===== config.mk =====
export PLATFORM = sky130hd
export DESIGN_NAME = my_mul16
export DESIGN_NICKNAME = d
export VERILOG_FILES = /design/src/rtl/my_arith_pkg.sv /design/src/rtl/my_add16.sv /design/src/rtl/my_add17.sv /design/src/rtl/my_mul16.sv
export SDC_FILE = /design/constraint.sdc
export NUM_CORES = 1
export LEC_CHECK = 0
export ABC_AREA = 1
export ABC_CLOCK_PERIOD_IN_PS = 2400
export BUFFER_PORTS_ARGS = -buffer_cell sky130_fd_sc_hd__buf_2
export CORE_AREA = 2 2 84 118
export DETAILED_ROUTE_END_ITERATION = 6
export DIE_AREA = 0 0 86 120
export PLACE_DENSITY = 0.86
export RECOVER_POWER = 100
export SLEW_MARGIN = 10
export SYNTH_ARGS = -nofsm -noshare
export SYNTH_HDL_FRONTEND = slang
export SYNTH_HIERARCHICAL = 1
export SYNTH_SLANG_ARGS = --single-unit

===== constraint.sdc =====
create_clock -name clk -period 2.4 [get_ports clk]
set_clock_uncertainty 0.05 [all_clocks]
set_input_delay 0.48 -clock clk [delete_from_list [all_inputs] [get_ports clk]]
set_output_delay 0.48 -clock clk [all_outputs]
set_load 0.05 [all_outputs]

===== src/rtl/my_arith_pkg.sv =====
`default_nettype none
// ============================================================================
//  Module      : my_arith_pkg
//  Description : Shared widths, FSM state encoding and step constant for the
//                sequential arithmetic units (my_mul16 and its adder).
//  Contents    : WORD_W, PROD_W, COUNT_W, state_t, LAST_STEP
//  Revision    : 1.0 - initial release
// ============================================================================
package my_arith_pkg;

    localparam int WORD_W  = 16;
    localparam int PROD_W  = 32;
    localparam int COUNT_W = 5;

    typedef enum logic [1:0] {
        IDLE = 2'd0,
        RUN  = 2'd1,
        DONE = 2'd2
    } state_t;

    // Index of the final shift-add step; 16 steps in total (0..15).
    localparam logic [COUNT_W-1:0] LAST_STEP = COUNT_W'(15);

endpackage : my_arith_pkg
`default_nettype wire


===== src/rtl/my_add16.sv =====
`default_nettype none
// ============================================================================
//  Module      : my_add16
//  Description : 16-bit combinational adder, carry-out discarded.
//  Ports       : a   [15:0] in  - addend
//                b   [15:0] in  - addend
//                sum [15:0] out - a + b modulo 2^16
//  Revision    : 1.0 - initial release
// ============================================================================
module my_add16 (
    input  logic [15:0] a,
    input  logic [15:0] b,
    output logic [15:0] sum
);

    assign sum = a + b;

endmodule : my_add16
`default_nettype wire


===== src/rtl/my_add17.sv =====
`default_nettype none
// ============================================================================
//  Module      : my_add17
//  Description : Wraps my_add16 and recovers the carry-out as a 17th sum bit.
//  Ports       : a   [15:0] in  - addend
//                b   [15:0] in  - addend
//                sum [16:0] out - full unsigned a + b
//  Revision    : 1.0 - initial release
// ============================================================================
module my_add17 (
    input  logic [15:0] a,
    input  logic [15:0] b,
    output logic [16:0] sum
);

    logic [15:0] w_sum16;
    logic        w_carry;

    my_add16 u_add16 (
        .a   (a),
        .b   (b),
        .sum (w_sum16)
    );

    // Carry out of the MSB: both tops set, or exactly one set and the
    // resulting top sum bit wrapped to zero.
    assign w_carry = (a[15] & b[15]) | ((a[15] ^ b[15]) & ~w_sum16[15]);
    assign sum     = {w_carry, w_sum16};

endmodule : my_add17
`default_nettype wire


===== src/rtl/my_mul16.sv =====
`default_nettype none
// ============================================================================
//  Module      : my_mul16
//  Description : Multi-cycle 16x16 -> 32-bit unsigned shift-add multiplier
//                with valid/ready handshakes, one operation in flight.
//  Ports       : clk          in      - rising-edge clock
//                rst_n        in      - synchronous active-low reset
//                in_valid     in      - operand pair offered
//                in_ready     out     - operands accepted (IDLE only)
//                in_a   [15:0] in     - multiplicand
//                in_b   [15:0] in     - multiplier
//                out_valid    out     - product available
//                out_ready    in      - consumer accepts product
//                out_product [31:0] out - unsigned in_a * in_b
//                out_busy     out     - high in RUN or DONE
//  Options     : MY_MUL16_ZERO_BYPASS_EN - zero operand skips the RUN phase
//  Revision    : 1.0 - initial release
// ============================================================================
module my_mul16
    import my_arith_pkg::*;
#(
    parameter int WIDTH = WORD_W
) (
    input  logic                 clk,
    input  logic                 rst_n,
    input  logic                 in_valid,
    output logic                 in_ready,
    input  logic [WIDTH-1:0]     in_a,
    input  logic [WIDTH-1:0]     in_b,
    output logic                 out_valid,
    input  logic                 out_ready,
    output logic [2*WIDTH-1:0]   out_product,
    output logic                 out_busy
);

    state_t               r_state;
    logic [WIDTH-1:0]     r_mcand;
    // Upper accumulator half. The 17th bit of the architectural acc_hi is
    // always zero after the right shift, so only 16 bits are stored.
    logic [WIDTH-1:0]     r_acc_hi;
    logic [WIDTH-1:0]     r_acc_lo;
    logic [COUNT_W-1:0]   r_count;
    logic [2*WIDTH-1:0]   r_product;
    logic                 r_in_ready;
    logic                 r_out_valid;
    logic                 r_busy;

    logic [WIDTH-1:0]     w_addend;
    logic [WIDTH:0]       w_sum17;

    assign w_addend = r_acc_lo[0] ? r_mcand : '0;

    my_add17 u_add17 (
        .a   (r_acc_hi),
        .b   (w_addend),
        .sum (w_sum17)
    );

    always_ff @(posedge clk) begin
        if (!rst_n) begin
            r_state     <= IDLE;
            r_mcand     <= '0;
            r_acc_hi    <= '0;
            r_acc_lo    <= '0;
            r_count     <= '0;
            r_product   <= '0;
            r_in_ready  <= 1'b1;
            r_out_valid <= 1'b0;
            r_busy      <= 1'b0;
        end else begin
            case (r_state)
                IDLE: begin
                    if (in_valid && r_in_ready) begin
                        r_mcand    <= in_a;
                        r_acc_hi   <= '0;
                        r_acc_lo   <= in_b;
                        r_count    <= '0;
                        r_in_ready <= 1'b0;
                        r_busy     <= 1'b1;
`ifdef MY_MUL16_ZERO_BYPASS_EN
                        if ((in_a == '0) || (in_b == '0)) begin
                            // out_valid is raised on the following edge by
                            // the DONE state.
                            r_state   <= DONE;
                            r_product <= '0;
                        end else begin
                            r_state <= RUN;
                        end
`else
                        r_state <= RUN;
`endif
                    end
                end

                RUN: begin
                    // {acc_hi, acc_lo} <= {sum17, acc_lo} >> 1
                    r_acc_hi <= w_sum17[WIDTH:1];
                    r_acc_lo <= {w_sum17[0], r_acc_lo[WIDTH-1:1]};
                    r_count  <= r_count + COUNT_W'(1);
                    if (r_count == LAST_STEP) begin
                        r_state     <= DONE;
                        r_product   <= {w_sum17, r_acc_lo[WIDTH-1:1]};
                        r_out_valid <= 1'b1;
                    end
                end

                DONE: begin
                    // Entry without out_valid only happens via the zero
                    // bypass; raise it one cycle after acceptance.
                    if (!r_out_valid) begin
                        r_out_valid <= 1'b1;
                    end else if (out_ready) begin
                        r_state     <= IDLE;
                        r_out_valid <= 1'b0;
                        r_in_ready  <= 1'b1;
                        r_busy      <= 1'b0;
                    end
                end

                default: begin
                    r_state     <= IDLE;
                    r_in_ready  <= 1'b1;
                    r_out_valid <= 1'b0;
                    r_busy      <= 1'b0;
                end
            endcase
        end
    end

    assign in_ready    = r_in_ready;
    assign out_valid   = r_out_valid;
    assign out_product = r_product;
    assign out_busy    = r_busy;

endmodule : my_mul16
`default_nettype wire


==> impl_summary.txt, run 1 <==
----------------------------------------------------
[Run status]
  Result of the run ... completed

[STA]
  # setup viols final ... 0
  Smallest hold slack ... 371 ps
  Fmax achieved ... 460 MHz
  Final worst slack ... 226 ps
  Max-slew violation count ... 0
  Relative slew margins ... 58.0%
  Slew at the pin closest to its max-slew limit ... 628 ps
  Portion of the clock cycle consumed by the worst path in the final layout ... 90.6%
  Setup TNS after final layout ... 0 ps
  Number of failing hold endpoints at the final stage ... 0
  Unrepaired setup endpoints after global routing ... no
  Time the worst path needs with I/O delays and setup ... 2170 ps

[Clock tree]
  Number of levels the H-tree was split into ... 3
  Number of buffers on the longest clock path ... 2
  Clock slew at reported path FFs ... 60 ps
  Hold-fix buffers at CTS ... 0
  Clk_lat worst skew ... 350 ps
  Cts bufs inserted ... 9
  CTS tree ... built
  Number of clock sinks ... 90
  CTS root buffer ... sky130_fd_sc_hd__clkbuf_16

[Yosys]
  Count of cell types in the netlist ... 27
  Flop and latch count out of synthesis ... 90
  Cell area after technology mapping ... 4620 um2
  Syn nets ... 755
  Avg Synthesized Cell Area ... 6.63 um2
  Yosys synthesis warning count ... 6
  Sequential share of the synthesized area ... 39.0%
  Synth Instances ... 697

[Critical path]
  Crit path arrival time ... 2380 ps
  Maximum fanout encountered on the critical timing path ... 6
  Flop2flop setup slack ... 230 ps
  Critical path capture point type ... flop
  Critical path's largest stage delay ... 330 ps
  Crit start category ... flop
  Crit path required time ... 2610 ps
  Category of the most critical setup path ... reg -> reg
  Source of the worst register-to-register timing path ... r_acc_lo[0]
  CP delay by family, top ... simple AND/OR/NAND/NOR gates
  Destination of the worst register-to-register timing path ... r_acc_hi[11]
  R2R cell count ... 11
  Critical Path Slowest Stage Cell ... sky130_fd_sc_hd__dfxtp_1
  Critical path, cell by cell ... buf_4 -> nand2_1 -> inv_1 -> ha_1 -> or2_1 -> and2_0 -> nand3_1 -> nand4_1 -> nand2_1 -> nand3_1 -> a21oi_1
  Crit path buf inv count ... 2

[Cells and area]
  Layout cells sized above 1 ... 10.4%
  Fin util ... 57.1%
  Area added between synthesis and finish ... 14.9%
  Post-layout nets ... 815
  Non-filler cells in the finished layout ... 870
  Number of diodes added for antenna fixing ... 0
  Layout Cell Area excl Fill ... 5310 um2

[Detailed routing]
  Drt first-iter violations ... 249
  First-pass detailed-route iteration total ... 5
  Final wirelength ... 11.4 mm
  Number of nets still failing antenna checks after routing ... 0
  DRC violation count after routing ... 0
  Routed vias/inst ... 5.11
  Vias ... 4444
  Routed wire length per instance ... 13.1 um

[Min path]
  Worst min-delay path startpoint ... in_a[11]
  Hold EP ... r_mcand[11]
  Hold depth ... 3
  Class of the worst hold path ... in -> reg

[GRT]
  Via count of the first global-routing pass ... 4165
  Overall fraction of global-route tracks in use ... 22.7%
  Wire length of the first global-routing pass ... 18.5 mm
  Maximum number of pins on one net before global-route repair ... 57
  Grt ovf ... 0
  Initial antenna violation count ... 0

[Die]
  Die area ... 10300 um2
  Overall die height ... 120 um
  Die X ... 86 um
  Count of standard-cell rows ... 42
  Top-level I/O count ... 71
  Effective utilization at floorplan ... 49.7%
  Core ar. ... 9300 um2

[Place]
  Worst slack at placement ... 269 ps
  Total of buffers placed on input and output ports ... 70
  Number of placed cells counting well taps ... 856
  Placed instance area ... 5050 um2
  Half-perimeter wire length after detailed placement ... 8.17 mm
  Final weighted congestion in routability-driven placement ... 0.911

[Power and ir drop]
  Total design power ... 4.45 mW
  Worst supply voltage drop on vdd ... 0.527 mV
  Power per unit of standard cell area ... 838 nW/um2
  LEAKAGE ... 2.59 nW

[Job]
  Number of maximum-capacitance violations ... 0

----------------------------------------------------
==> layout make-up <==
class                   count  area, um2
well taps                 110        138
multi-input cells         492       2340
fillers                   915       3990
flip-flops and latches     90       1800
clock buffers              10        239
clock inverters             4       77.6
repair buffers             83        407
inverters                  81        304
==> cells by family (layout without fill, tap and decap cells) <==
family	count (synthesis)	in the layout	synth area share (%)
fa+ha+maj	22	22	6.12
compound gates	111	111	12.1
simple gates	351	351	31.0
buf+inv	115	178	10.2
flops	90	90	39.0
xor+xnor	8	8	1.52
==> registers in the layout, indices dropped and copies added (netlist names) <==
register	flops
in_ready	1
r_count	5
out_valid	1
out_product	32
r_mcand	16
r_acc_hi	16
r_state	2
r_acc_lo	16
out_busy	1
==> synthesized netlist by cell type (all sizes together) <==
| cell | number | area share (%) |
|---|---|---|
| nand2 | 218 | 18 |
| dfxtp | 90 | 39 |
| nor2 | 86 | 7.0 |
| inv | 80 | 6.5 |
| a21oi | 61 | 6.7 |
| o21ai | 50 | 5.4 |
| nand3 | 36 | 4.0 |
| ha | 21 | 5.7 |
| buf | 20 | 2.5 |
| clkbuf | 14 | 1.1 |
| xor2 | 6 | 1.1 |
| nor3 | 3 | 0.65 |
| nand3b | 2 | 0.32 |
| nand4 | 2 | 0.27 |
| or2 | 2 | 0.27 |
| xnor2 | 2 | 0.38 |
| and2 | 1 | 0.19 |
| and3 | 1 | 0.14 |
| clkinv | 1 | 0.081 |
| fa | 1 | 0.43 |
==> placed cells by master, fill, tap and decap left out, types with 3 or more instances in the layout <==
master                      instances
sky130_fd_sc_hd__nand2_1          211
sky130_fd_sc_hd__dfxtp_1           90
sky130_fd_sc_hd__nor2_1            86
sky130_fd_sc_hd__inv_1             76
sky130_fd_sc_hd__a21oi_1           57
sky130_fd_sc_hd__o21ai_0           50
sky130_fd_sc_hd__nand3_1           36
sky130_fd_sc_hd__buf_2             36
sky130_fd_sc_hd__clkbuf_1          36
sky130_fd_sc_hd__ha_1              21
sky130_fd_sc_hd__clkbuf_16          9
sky130_fd_sc_hd__nand2_2            7
sky130_fd_sc_hd__buf_4              6
sky130_fd_sc_hd__xor2_1             6
sky130_fd_sc_hd__inv_2              4
sky130_fd_sc_hd__a21oi_2            4
sky130_fd_sc_hd__clkbuf_2           3
sky130_fd_sc_hd__nor3_2             3
==> power breakdown <==
group / switching (mW) / internal, mW
Sequential: 0.135 / 1.69
Clock: 0.582 / 0.932
Combinational: 0.791 / 0.319
==> timing repair <==
item,in CTS,in global routing
endpoints found under the setup margin,0,2
resized for setup,0,4
buffers inserted,0,0
==> worst max path at each step <==
stage / startpoint / endpoint / slack (ps) / cells past startpoint
after floorplan: r_acc_lo[0] / out_product[31] / 140 / 18
after global placement: r_acc_lo[0] / out_product[31] / 330 / 15
after detailed placement: r_acc_lo[0] / r_acc_hi[15] / 270 / 17
after CTS: r_acc_lo[0] / r_acc_hi[15] / 250 / 17
after global routing: r_acc_lo[0] / r_acc_hi[15] / 20 / 17
final: r_acc_lo[0] / r_acc_hi[11] / 230 / 11
==> worst reg2reg max path, stage by stage (launching register included) <==
cell	delay, ps
sky130_fd_sc_hd__dfxtp_1	330
sky130_fd_sc_hd__buf_4	160
sky130_fd_sc_hd__nand2_1	90
sky130_fd_sc_hd__inv_1	60
sky130_fd_sc_hd__ha_1	310
sky130_fd_sc_hd__or2_1	230
sky130_fd_sc_hd__and2_0	230
sky130_fd_sc_hd__nand3_1	150
sky130_fd_sc_hd__nand4_1	90
sky130_fd_sc_hd__nand2_1	130
sky130_fd_sc_hd__nand3_1	90
sky130_fd_sc_hd__a21oi_1	170
==> per-layer routing <==
metal,share of wire [%],track usage [%]
met1,38,23.7
met2,55,43.0
met3,4.0,3.30
met4,2.6,10.7
met5,0,0
Power figures use the tool's default switching activity.
==> inputs of run 2 (changes only) <==
--- a/config.mk
+++ b/config.mk
@@ -12,7 +12,6 @@
 export DETAILED_ROUTE_END_ITERATION = 6
 export DIE_AREA = 0 0 86 120
 export PLACE_DENSITY = 0.86
-export RECOVER_POWER = 100
 export SLEW_MARGIN = 10
 export SYNTH_ARGS = -nofsm -noshare
 export SYNTH_HDL_FRONTEND = slang
==> impl_summary.txt, run 2 (same netlist as run 1, synthesis figures left out) <==
----------------------------------------------------
[Die]
  Die area ... 10300 um2
  Count of standard-cell rows ... 42
  Die X ... 86 um
  Overall die height ... 120 um
  Core ar. ... 9300 um2
  Top-level I/O count ... 71
  Effective utilization at floorplan ... 49.7%

[Cells and area]
  Number of diodes added for antenna fixing ... 0
  Number of filler cells placed in the layout ... 889
  Area added between synthesis and finish ... 16.5%
  Max reg flops ... 32
  Layout cells sized above 1 ... 15.7%
  Post-layout nets ... 815
  Top library cells by usage in the layout, fill and taps aside ... 209 x sky130_fd_sc_hd__nand2_1, 90 x sky130_fd_sc_hd__dfxtp_1, 86 x sky130_fd_sc_hd__nor2_1
  Most common library cell in the layout ignoring fill and taps ... sky130_fd_sc_hd__nand2_1

[Detailed routing]
  Final wirelength ... 11.3 mm
  Routed vias/inst ... 5.12
  First-pass detailed-route iteration total ... 5
  Vias ... 4452
  Drt first-iter violations ... 250
  DRC violation count after routing ... 0
  Routed wire length per instance ... 13.0 um
  Number of nets still failing antenna checks after routing ... 0

[Power and ir drop]
  Power per unit of standard cell area ... 835 nW/um2
  LEAKAGE ... 2.75 nW
  Worst supply voltage drop on vdd ... 0.527 mV

[Place]
  Half-perimeter wire length after detailed placement ... 8.17 mm
  Final weighted congestion in routability-driven placement ... 0.911
  Total of buffers placed on input and output ports ... 70
  Worst slack at placement ... 269 ps

[Job]
  Number of maximum-capacitance violations ... 0

[STA]
  Setup TNS after final layout ... 0 ps
  Relative slew margins ... 58.6%
  Fmax achieved ... 465 MHz
  Portion of the clock cycle consumed by the worst path in the final layout ... 89.6%
  Unrepaired setup endpoints after global routing ... no
  Smallest hold slack ... 367 ps
  Time the worst path needs with I/O delays and setup ... 2150 ps
  Max-slew violation count ... 0
  Final worst slack ... 249 ps
  # setup viols final ... 0
  Slew at the pin closest to its max-slew limit ... 620 ps
  Number of failing hold endpoints at the final stage ... 0

[GRT]
  Initial antenna violation count ... 0
  Wire length of the first global-routing pass ... 18.5 mm
  Via count of the first global-routing pass ... 4165
  Overall fraction of global-route tracks in use ... 22.7%
  Maximum number of pins on one net before global-route repair ... 57
  Grt ovf ... 0

[Min path]
  Hold depth ... 3
  Class of the worst hold path ... in -> reg

[Critical path]
  Crit path required time ... 2630 ps
  Critical path capture point type ... flop
  Maximum fanout encountered on the critical timing path ... 10
  Category of the most critical setup path ... reg -> reg
  Crit path arrival time ... 2380 ps
  R2R cell count ... 17
  Crit start category ... flop

[Clock tree]
  Clock slew at reported path FFs ... 60 ps
  Number of levels the H-tree was split into ... 3
  Clk_lat worst skew ... 350 ps
  Cts bufs inserted ... 9
  CTS root buffer ... sky130_fd_sc_hd__clkbuf_16
  CTS tree ... built
  Number of buffers on the longest clock path ... 2
  Number of clock sinks ... 90

[Run status]
  Result of the run ... completed

----------------------------------------------------
==> run 2: worst max-delay path, cell delays in order (launching register included) <==
cell	delay, ps
sky130_fd_sc_hd__dfxtp_1	370
sky130_fd_sc_hd__buf_6	150
sky130_fd_sc_hd__nand2_1	60
sky130_fd_sc_hd__inv_1	80
sky130_fd_sc_hd__ha_1	270
sky130_fd_sc_hd__nand2_1	110
sky130_fd_sc_hd__inv_1	70
sky130_fd_sc_hd__a21oi_2	140
sky130_fd_sc_hd__nand2_2	100
sky130_fd_sc_hd__nand2_2	80
sky130_fd_sc_hd__nand2_1	50
sky130_fd_sc_hd__nand2_1	50
sky130_fd_sc_hd__nand2_1	70
sky130_fd_sc_hd__inv_1	60
sky130_fd_sc_hd__nand2_1	50
sky130_fd_sc_hd__nand2_1	70
sky130_fd_sc_hd__nand3_1	100
sky130_fd_sc_hd__a21oi_2	160
==> run 2: final timing paths <==
path | startpoint | endpoint | slack, ps
max | r_acc_lo[0] | r_acc_hi[15] | 250
max reg2reg | r_acc_lo[0] | r_acc_hi[15] | 250
min | in_a[11] | r_mcand[11] | 370
min reg2reg | r_mcand[15] | r_mcand[15] | 410
==> run 2: power breakdown <==
| part | leakage [nW] | switching [mW] | total, mW | internal (mW) |
|---|---|---|---|---|
| combinational | 1.87 | 0.795 | 1.14 | 0.349 |
| sequential | 0.733 | 0.136 | 1.83 | 1.69 |
| clock | 0.155 | 0.589 | 1.52 | 0.933 |
| total | 2.75 | 1.52 | 4.49 | 2.97 |
==> run 2: what timing repair did <==
item,CTS,global route
setup endpoints to repair,0,2
resized for setup,0,4
hold buffers,0,0
setup buffers,0,0
==> run 2: layout make-up <==
class | count | area [um2] | area share, %
Multi-Input combinational cell | 492 | 2360 | 43.8
Inverter | 81 | 304 | 5.65
Tap cell | 110 | 138 | 2.56
Clock inverter | 4 | 77.6 | 1.44
Sequential cell | 90 | 1800 | 33.5
Clock buffer | 10 | 239 | 4.44
Timing Repair Buffer | 83 | 464 | 8.63
==> run 2: stage by stage <==
stage | utilization [%] | power, mW | area [um2] | instances
after floorplan | - | 2.70 | 4620 | 697
after global placement | 54.3 | 2.96 | 5050 | 856
after detailed placement | 54.3 | 2.98 | 5050 | 856
after CTS | 57.7 | 4.49 | 5370 | 870
after global routing | 57.9 | 4.72 | 5380 | 870
final | 57.9 | 4.49 | 5380 | 870
==> run 2: metal layers <==
metal | routed length, um | vias up | GRT usage (%)
li1 | - | 2291 | -
met1 | 4350 | 2053 | 23.7
met2 | 6260 | 84 | 43.0
met5 | 0 | - | 0
met3 | 387 | 24 | 3.30
met4 | 346 | 0 | 10.7
